## config.mk

```make
export PLATFORM = sky130hd
export DESIGN_NAME = divider_flat
export DESIGN_NICKNAME = d
export VERILOG_FILES = /design/src/rtl/arith_pkg.sv /design/src/rtl/divider_pkg.sv /design/src/rtl/divider_if.sv /design/src/rtl/divider_step.sv /design/src/rtl/divider.sv /design/src/flat_wrapper.sv
export SDC_FILE = /design/constraint.sdc
export NUM_CORES = 1
export LEC_CHECK = 0
export BUFFER_PORTS_ARGS = -buffer_cell sky130_fd_sc_hd__buf_2
export CORE_MARGIN = 1.5
export CORE_UTILIZATION = 54
export CTS_CLUSTER_SIZE = 30
export DETAILED_ROUTE_END_ITERATION = 8
export GPL_TIMING_DRIVEN = 0
export HOLD_SLACK_MARGIN = 0.06
export PLACE_DENSITY = 0.77
export SLEW_MARGIN = 20
export SYNTH_ARGS = -nofsm -noshare
export SYNTH_HDL_FRONTEND = slang
export SYNTH_SLANG_ARGS = --single-unit
```

## constraint.sdc

```tcl
create_clock -name i_clock -period 2.1 [get_ports i_clock]
set_input_delay 0.42 -clock i_clock [delete_from_list [all_inputs] [get_ports i_clock]]
set_output_delay 0.42 -clock i_clock [all_outputs]
set_load 0.01 [all_outputs]
```

## src/rtl/arith_pkg.sv

```systemverilog
// Shared arithmetic-unit package: FSM state encoding common to the sequential
// Multiplier and divider, plus the iteration-counter width helper.
package arith_pkg;

  localparam logic [1:0] ST_IDLE = 2'd0;
  localparam logic [1:0] ST_RUN  = 2'd1;
  localparam logic [1:0] ST_DONE = 2'd2;

  // Width of a counter that spans 0..bits-1; never narrower than one bit.
  function automatic int unsigned cnt_width(input int unsigned bits);
    return (bits > 1) ? $clog2(bits) : 1;
  endfunction

endpackage

```

## src/rtl/divider_pkg.sv

```systemverilog
// Divider-local types built on the shared arithmetic encoding.
package divider_pkg;

  import arith_pkg::*;

  typedef enum logic [1:0] {
    S_IDLE = ST_IDLE,
    S_RUN  = ST_RUN,
    S_DONE = ST_DONE
  } state_e;

endpackage

```

## src/rtl/divider_if.sv

```systemverilog
// Start/finished handshake and operand/result bus of the sequential divider.
//   i_start, i_dividend, i_divisor : requester -> divider
//   o_finished, o_quotient, o_remainder (, o_div_by_zero) : divider -> requester
// o_div_by_zero exists only when DIVIDER_DIV_ZERO_EN is defined.
interface divider_if #(
  parameter int unsigned BITS = 4
);

  logic            i_start;
  logic            o_finished;
  logic [BITS-1:0] i_dividend;
  logic [BITS-1:0] i_divisor;
  logic [BITS-1:0] o_quotient;
  logic [BITS-1:0] o_remainder;
`ifdef DIVIDER_DIV_ZERO_EN
  logic            o_div_by_zero;
`endif

  modport master (
    output i_start,
    output i_dividend,
    output i_divisor,
`ifdef DIVIDER_DIV_ZERO_EN
    input  o_div_by_zero,
`endif
    input  o_finished,
    input  o_quotient,
    input  o_remainder
  );

  modport slave (
    input  i_start,
    input  i_dividend,
    input  i_divisor,
`ifdef DIVIDER_DIV_ZERO_EN
    output o_div_by_zero,
`endif
    output o_finished,
    output o_quotient,
    output o_remainder
  );

endinterface

```

## src/rtl/divider_step.sv

```systemverilog
// One restoring-division iteration (combinational).
//   r_i       : partial remainder, BITS+1 bits
//   divisor_i : divisor
//   bit_i     : next dividend bit (msb first)
//   r_o       : updated partial remainder
//   q_o       : quotient bit produced by this iteration
module divider_step #(
  parameter int unsigned BITS = 4
) (
  input  logic [BITS:0]   r_i,
  input  logic [BITS-1:0] divisor_i,
  input  logic            bit_i,
  output logic [BITS:0]   r_o,
  output logic            q_o
);

  logic [BITS:0]   shifted_c;
  logic [BITS+1:0] trial_c;
  // The remainder msb is always zero after a restore; it is shifted out here.
  logic            unused_msb_c;

  assign unused_msb_c = r_i[BITS];

  // Shift in the next dividend bit, then try subtracting the divisor; a
  // borrow out of the extra top bit means the trial went negative.
  always_comb begin
    shifted_c = {r_i[BITS-1:0], bit_i};
    trial_c   = {1'b0, shifted_c} - {2'b00, divisor_i};
    q_o       = ~trial_c[BITS+1];
    r_o       = q_o ? trial_c[BITS:0] : shifted_c;
  end

endmodule

```

## src/rtl/divider.sv

```systemverilog
// Sequential unsigned restoring divider, one quotient bit per clock.
//   i_clock : rising-edge clock
//   i_reset : synchronous active-high reset, aborts any division in progress
//   bus     : divider_if.slave (start/finished handshake, operands, results)
// Optional feature macro DIVIDER_DIV_ZERO_EN: adds o_div_by_zero and completes
// a zero-divisor request one edge after acceptance.
module divider
  import arith_pkg::*;
  import divider_pkg::*;
#(
  parameter int unsigned BITS = 4
) (
  input  logic   i_clock,
  input  logic   i_reset,
  divider_if.slave bus
);

  localparam int unsigned CW = cnt_width(BITS);

  state_e          state_q, state_d;
  logic [CW-1:0]   cnt_q, cnt_d;
  logic [BITS-1:0] dvd_q, dvd_d;
  logic [BITS-1:0] dsr_q, dsr_d;
  logic [BITS:0]   rem_q, rem_d;
  logic [BITS-1:0] quo_q, quo_d;
  logic [BITS-1:0] quotient_q, quotient_d;
  logic [BITS-1:0] remainder_q, remainder_d;
  logic            finished_q, finished_d;
`ifdef DIVIDER_DIV_ZERO_EN
  logic            dbz_q, dbz_d;
`endif

  logic [BITS:0]   step_r_c;
  logic            step_q_c;
  logic [BITS-1:0] quo_next_c;

  divider_step #(.BITS(BITS)) u_step (
    .r_i       (rem_q),
    .divisor_i (dsr_q),
    .bit_i     (dvd_q[BITS-1]),
    .r_o       (step_r_c),
    .q_o       (step_q_c)
  );

  assign quo_next_c = BITS'({quo_q, step_q_c});

  // Next-state, datapath and result update.
  always_comb begin
    state_d     = state_q;
    cnt_d       = cnt_q;
    dvd_d       = dvd_q;
    dsr_d       = dsr_q;
    rem_d       = rem_q;
    quo_d       = quo_q;
    quotient_d  = quotient_q;
    remainder_d = remainder_q;
    finished_d  = 1'b0;
`ifdef DIVIDER_DIV_ZERO_EN
    dbz_d       = dbz_q;
`endif
    case (state_q)
      S_IDLE, S_DONE: begin
        if (bus.i_start) begin
          state_d = S_RUN;
          dvd_d   = bus.i_dividend;
          dsr_d   = bus.i_divisor;
          rem_d   = '0;
          quo_d   = '0;
          cnt_d   = '0;
        end else begin
          state_d = S_IDLE;
        end
      end
      S_RUN: begin
`ifdef DIVIDER_DIV_ZERO_EN
        if (dsr_q == '0) begin
          // Dividend is still unshifted on the first RUN edge.
          state_d     = S_DONE;
          finished_d  = 1'b1;
          quotient_d  = '1;
          remainder_d = dvd_q;
          dbz_d       = 1'b1;
        end else
`endif
        begin
          dvd_d = dvd_q << 1;
          rem_d = step_r_c;
          quo_d = quo_next_c;
          cnt_d = cnt_q + CW'(1);
          if (cnt_q == CW'(BITS - 1)) begin
            state_d     = S_DONE;
            finished_d  = 1'b1;
            quotient_d  = quo_next_c;
            remainder_d = step_r_c[BITS-1:0];
`ifdef DIVIDER_DIV_ZERO_EN
            dbz_d       = 1'b0;
`endif
          end
        end
      end
      default: state_d = S_IDLE;
    endcase
  end

  // State and datapath registers.
  always_ff @(posedge i_clock) begin
    if (i_reset) begin
      state_q     <= S_IDLE;
      cnt_q       <= '0;
      dvd_q       <= '0;
      dsr_q       <= '0;
      rem_q       <= '0;
      quo_q       <= '0;
      quotient_q  <= '0;
      remainder_q <= '0;
      finished_q  <= 1'b0;
`ifdef DIVIDER_DIV_ZERO_EN
      dbz_q       <= 1'b0;
`endif
    end else begin
      state_q     <= state_d;
      cnt_q       <= cnt_d;
      dvd_q       <= dvd_d;
      dsr_q       <= dsr_d;
      rem_q       <= rem_d;
      quo_q       <= quo_d;
      quotient_q  <= quotient_d;
      remainder_q <= remainder_d;
      finished_q  <= finished_d;
`ifdef DIVIDER_DIV_ZERO_EN
      dbz_q       <= dbz_d;
`endif
    end
  end

  assign bus.o_finished  = finished_q;
  assign bus.o_quotient  = quotient_q;
  assign bus.o_remainder = remainder_q;
`ifdef DIVIDER_DIV_ZERO_EN
  assign bus.o_div_by_zero = dbz_q;
`endif

endmodule

```

## src/flat_wrapper.sv

```systemverilog
// flat-port wrapper written by rule: the top's interface ports become plain ports
module divider_flat import arith_pkg::*; import divider_pkg::*;
#(
  parameter int unsigned BITS = 4
)
  (i_clock, i_reset, bus_i_start, bus_i_dividend, bus_i_divisor, bus_o_finished, bus_o_quotient, bus_o_remainder);
  divider_if #(.BITS(BITS)) bus_i ();
  input  logic i_clock;
  input  logic i_reset;
  input wire logic [$bits(bus_i.i_start)-1:0] bus_i_start;
  input wire logic [$bits(bus_i.i_dividend)-1:0] bus_i_dividend;
  input wire logic [$bits(bus_i.i_divisor)-1:0] bus_i_divisor;
  output wire logic [$bits(bus_i.o_finished)-1:0] bus_o_finished;
  output wire logic [$bits(bus_i.o_quotient)-1:0] bus_o_quotient;
  output wire logic [$bits(bus_i.o_remainder)-1:0] bus_o_remainder;
  assign bus_i.i_start = bus_i_start;
  assign bus_i.i_dividend = bus_i_dividend;
  assign bus_i.i_divisor = bus_i_divisor;
  assign bus_o_finished = bus_i.o_finished;
  assign bus_o_quotient = bus_i.o_quotient;
  assign bus_o_remainder = bus_i.o_remainder;
  divider #(.BITS(BITS)) u_core (.i_clock(i_clock), .i_reset(i_reset), .bus(bus_i));
endmodule
```

### Word-level counts from Yosys, hierarchy flattened

Index checks and enable logic that the tools add are counted.

* add/subtract/negate cells: 2
* multipliers: 0
* divide/modulo/power cells: 0
* order comparisons: 0
* equal/unequal tests: 5
* shift-type cells: 0
* mux-type cells: 13
* bitwise operators: 2
* reductions and logical operators: 7

Operator list (number)
* case mux 4 bit (2 select lines): 2
* two-way mux 4 bit: 3
* case mux 2 bit (2 select lines): 2
* case mux 3 bit (2 select lines): 1
* AND reduction 2 bit: 3
* subtractor 5 x 4 -> 6 bit: 1
* equality test 2 bit (second input constant): 2
* two-way mux 2 bit: 2
* OR reduction 2 bit: 2
* two-way mux 3 bit: 1
* adder 2 x 1 -> 2 bit (second input constant): 1
* equality test 2 x 1 -> 1 bit (second input constant): 1
* zero test 2 bit: 1
* two-way mux 1 bit: 2
* inequality test 2 x 1 -> 1 bit (second input constant): 1
* inequality test 2 bit (second input constant): 1
* NOT 1 bit: 2
* nonzero test 2 bit: 1

* register bits after elaboration: 28
* bits in latches: 0
* bits in writable memories: 0
* bits in read-only memories: 0
* input bits: 11
* output and inout bits: 9
* word-level logic and storage cells: 38
* memories kept: 0

### Logic depth before layout (Yosys ltp)

* depth in word-level cells: 4
* gate-level depth with buffers: 7
* mapped depth without buffers: 7

### Hierarchy

From an unflattened synthesis, not the netlist that was laid out.

* cell total of the unflattened synthesis: 155
* area total of the unflattened synthesis: 1306.3 um^2

Modules (own cells, without submodules)
* divider: times used 1, cells each 127, area an instance 1071.0 um^2, sequential area each 580.6 um^2
* divider_step: times used 1, cells each 28, area an instance 235.2 um^2, sequential area each 0.0 um^2

### Worst setup path after synthesis

Ideal clock, no wire load.

* kind: reg-to-reg
* start point: register u_core.dsr_q[2]
* end point: register u_core.rem_q[2]
* library setup time: 0.117 ns
* arrival time: 1.449 ns
* required time: 1.983 ns
* setup slack: 0.534 ns
* stages on the path, launching flop included: 7
* path buffers: 0
* period minus slack after synthesis: 1.566 ns
* cells stage by stage: dfxtp_1 inv_1 ha_1 o21ai_1 a21oi_2 or3_1 a32o_1

* word-level cells in the longest chain between the ends: 3

RTL lines
* start, declared: line divider.sv:23 `logic [BITS-1:0] dsr_q, dsr_d;`
* start signal, assigned: line divider.sv:124 `dsr_q <= dsr_d;`
* subtractor 5 x 4 -> 6 bit: line divider_step.sv:28 `trial_c = {1'b0, shifted_c} - {2'b00, divisor_i};`
* two-way mux 4 bit: line divider_step.sv:30 `r_o = q_o ? trial_c[BITS:0] : shifted_c;`
* case mux 4 bit (2 select lines): line divider.sv:61 `case (state_q)`
* end signal, assigned: line divider.sv:125 `rem_q <= rem_d;`
* end, declared: line divider.sv:24 `logic [BITS:0] rem_q, rem_d;`

Every way passes these cells.
A chain may end at the register's enable or synchronous reset.

### Final worst setup path

* start point: register u_core.dvd_q[3]
* end point: register u_core.rem_q[2]

* word-level cells in the longest chain between the ends: 3

RTL lines
* start, declared: line divider.sv:22 `logic [BITS-1:0] dvd_q, dvd_d;`
* start signal, assigned: line divider.sv:123 `dvd_q <= dvd_d;`
* subtractor 5 x 4 -> 6 bit: line divider_step.sv:28
* two-way mux 4 bit: line divider_step.sv:30
* case mux 4 bit (2 select lines): line divider.sv:61

Every way passes these cells.

==> impl_results.md <==
* Met1 usage in global routing at 0.268
* Reg clk slew, reported paths at 150 ps
* Min Tclk post-route at approximately 1700 ps
* Number of global-route vias before repair at 918
* CTS Hold Bufs at 0
* Syn Std Cell Area at 0.00122 mm2
* Total CTS buffers at 3
* Skew-Pair Late Insertion Delay at 320 ps
* Most frequent cell on the critical path: inv_1
* Seq cells post-synth at 28
* DRC at 0
* Yosys warnings at 0
* Clk sinks at 28
* Clock root cell: clkbuf_4
* Setup-failing EPs final at 0
* Most frequent cells in the layout: 28 x dfxtp_1, 25 x nand2_1, 21 x nor2_1, 19 x buf_2, 9 x a21oi_1
* Antenna Cells at 0
* Setup TNS at 0 ps
* Post-DP HPWL at between 1500 and 2000 um
* Final net count at 184
* Post-synthesis xor/xnor area fraction at 0.00716
* Post-DR vias/cell at ~5.3
* Met3 Use GR at 0.0268
* Core area at 0.00217 mm2
* Worst clock skew at 5.92 ps
* Share of cells above drive strength 1 at 0.169
* Die Ht at 50.6 um
* Req. time, crit path at 2330 ps
* Commonest non-fill, non-tap cell in the layout: dfxtp_1
* Post-route cell area at approximately 0.0014 mm2
* PostCTS Resize Cnt at 0
* Initial antenna violation count at 0
* Die Wd at 50.6 um
* CTS tree: yes
* Final hold viol count at 0
* Port bufs at 18
* Tcrit/Tclk final at 0.824
* Hold path cells at 3
* Initial core utilization at 0.563
* Reg2Reg Setup Slack at 370 ps
* Seq/Total Area, Yosys at 0.459
* DIE AREA at 0.00256 mm2
* Hold Startpoint: bus_i_divisor[0]
* Max Clock Freq at 0.578 GHz
* Slowest-stage cell, CP: fa_1
* Hold_ws at 316 ps
* Critical path startpoint category: flip-flop
* First drt pass iteration count at 4
* PD cells at 799 mW/mm2
* Status: finished, final reports clean
* Final wirelength at 2280 um
* HP Class: input pin to flip-flop
* RSZ-0062 raised after global routing: false
* Worst VDD drop at 0.000404 V
* Actual slew at the worst max-slew pin at 490 ps
* Largest net degree at the start of global routing at 17
* R2R Path End: u_core.rem_q[2]
* Biggest area consumer among synthesized cells: dfxtp_1
* Max FO, Critical Path at 3
* Final max-slew violation count at 0
* H-tree levels at 1
* GRT overflow at 0
* Unique masters post-synth at 36
* Largest cells by area after synthesis: dfxtp_1 46%, nand2_1 7.7%, nor2_1 6.4%
* Routability Congestion at between 0.9 and 1
* Area growth syn-to-layout at 14.5%
* Synth Area in Compound Gates at 0.189
* Crit. End Element: flip-flop
* Worst stage delay on the critical path at about 440 ps
* Tot GR Track Use at 0.206
* Worst relative slew slack at 0.673
* Iter 0 DRT Violations at 27
* Post-synthesis adder-cell area fraction at 0.0676
* Crit path DAT at 1960 ps
* Post-Place Cell Area at about 0.0013 mm2
* Pleak at 0.580 nW
* Drt wl/cell at 11.8 um
* Synth Net Count at between 150 and 200
* Antenna viol nets, final at 0
* Top_reg_cell synth: dfxtp_1
* WS Path Type: flip-flop to flip-flop
* Reg2Reg Launch Point: u_core.dvd_q[3]
* EDFF count, synth at 0
* Rows at 17
* Post-route insts no fill at between 150 and 200
* Boundary pin count at 20
* Gr busiest metal: met2
* Post-synthesis mux area share at 0
* Max Root-Sink Buffers at 2
* Via count at ~1,000
* Post-Place Cells at 190
* Max-cap violations at 0
* Hold path endpoint: u_core.dsr_q[0]
* Largest family of logic cells by synthesized area: simple AND/OR/NAND/NOR gates
* Synth Area per Inst at roughly 8.5 um2
* Synth Instances at between 100 and 150
* Crit path max-delay family: adder cells
* Setup bufs post-CTS at 0
* First-pass GRT wire length at 4000 um
* Critical path buffer and inverter count at 2
* Grt met2 use at 0.351
* Simple-gate share of the synthesized area at 0.227
* R2R depth at 7
* Crit path cell chain: inv_1 > ha_1 > inv_1 > fa_1 > xnor2_1 > o21ai_0 > a32o_1
* Synth top area share at 0.459
* Fraction of registers with async set/reset at 0
[where the power goes]
group          leakage (nW)  internal (W)  switching [W]
registers             0.228      0.000556      0.0000172
logic                 0.324     0.0000816       0.000118
clock network        0.0279      0.000193       0.000153
total                 0.580      0.000830       0.000288
[logic make-up after synthesis]
group,count (synthesis)
flops,28
xor+xnor,1
buf+inv,13
fa+ha+maj,6
simple gates,63
compound gates,33
[how the worst max path moves through the flow]
stage	from	to	depth (start not counted)
final	u_core.dvd_q[3]	u_core.rem_q[2]	7
after floorplan	u_core.dsr_q[2]	u_core.rem_q[2]	6
after CTS	u_core.dvd_q[3]	u_core.rem_q[2]	7
after global placement	u_core.dvd_q[3]	u_core.rem_q[2]	7
after global routing	u_core.dvd_q[3]	u_core.rem_q[2]	7
after detailed placement	u_core.dvd_q[3]	u_core.rem_q[2]	7
[through the flow]
step / setup slack, ps / utilization / power [W]
floorplan: 534 / - / 0.000734
global placement: 443 / 0.621 / 0.000774
detailed placement: 390 / 0.621 / 0.000782
CTS: 364 / 0.645 / 0.00113
global route: 281 / 0.645 / 0.00118
finish: 369 / 0.645 / 0.00112
[flip-flops by register name, indices dropped and copies added, names as in the netlist]
| register | cells |
|---|---|
| u_core.dvd_q | 4 |
| u_core.rem_q | 4 |
| u_core.bus.o_quotient | 4 |
| u_core.state_q | 2 |
| u_core.quo_q | 3 |
| u_core.cnt_q | 2 |
| u_core.bus.o_finished | 1 |
| u_core.dsr_q | 4 |
| u_core.bus.o_remainder | 4 |
[cell type report]
type | count | area (um2)
timing repair buffer | 18 | 90.1
tap | 28 | 35.0
fill | 199 | 769
clock buffer | 3 | 22.5
clock inverter | 1 | 30.0
sequential | 28 | 561
buffer | 8 | 42.5
multi-input combinational | 103 | 601
inverter | 5 | 18.8
[worst min-delay path: cells and delay by family]
kind                   cells  cell delay [ps]
AO/OA/AOI/OAI              1               50
AND/OR/NAND/NOR            1               40
buffers and inverters      1               90
[synthesized netlist by cell type (2+ instances only)]
library cell,n
a21oi_1,9
a22oi_1,4
a311oi_1,3
a32o_1,3
buf_1,2
clkbuf_1,3
dfxtp_1,28
ha_1,5
inv_1,5
nand2_1,25
nand2b_1,3
nor2_1,21
nor2b_1,3
nor3_1,3
o211ai_1,2
o21ai_0,3
o31ai_1,2
or3_1,2
[layer usage]
| metal | vias to the layer above | wire [um] |
|---|---|---|
| met5 | - | 0 |
| met4 | 0 | 17 |
| met3 | 2 | 94 |
| met2 | 24 | 1120 |
| met1 | 467 | 1050 |
| li1 | 537 | - |
(Power assumes the default switching activity.)
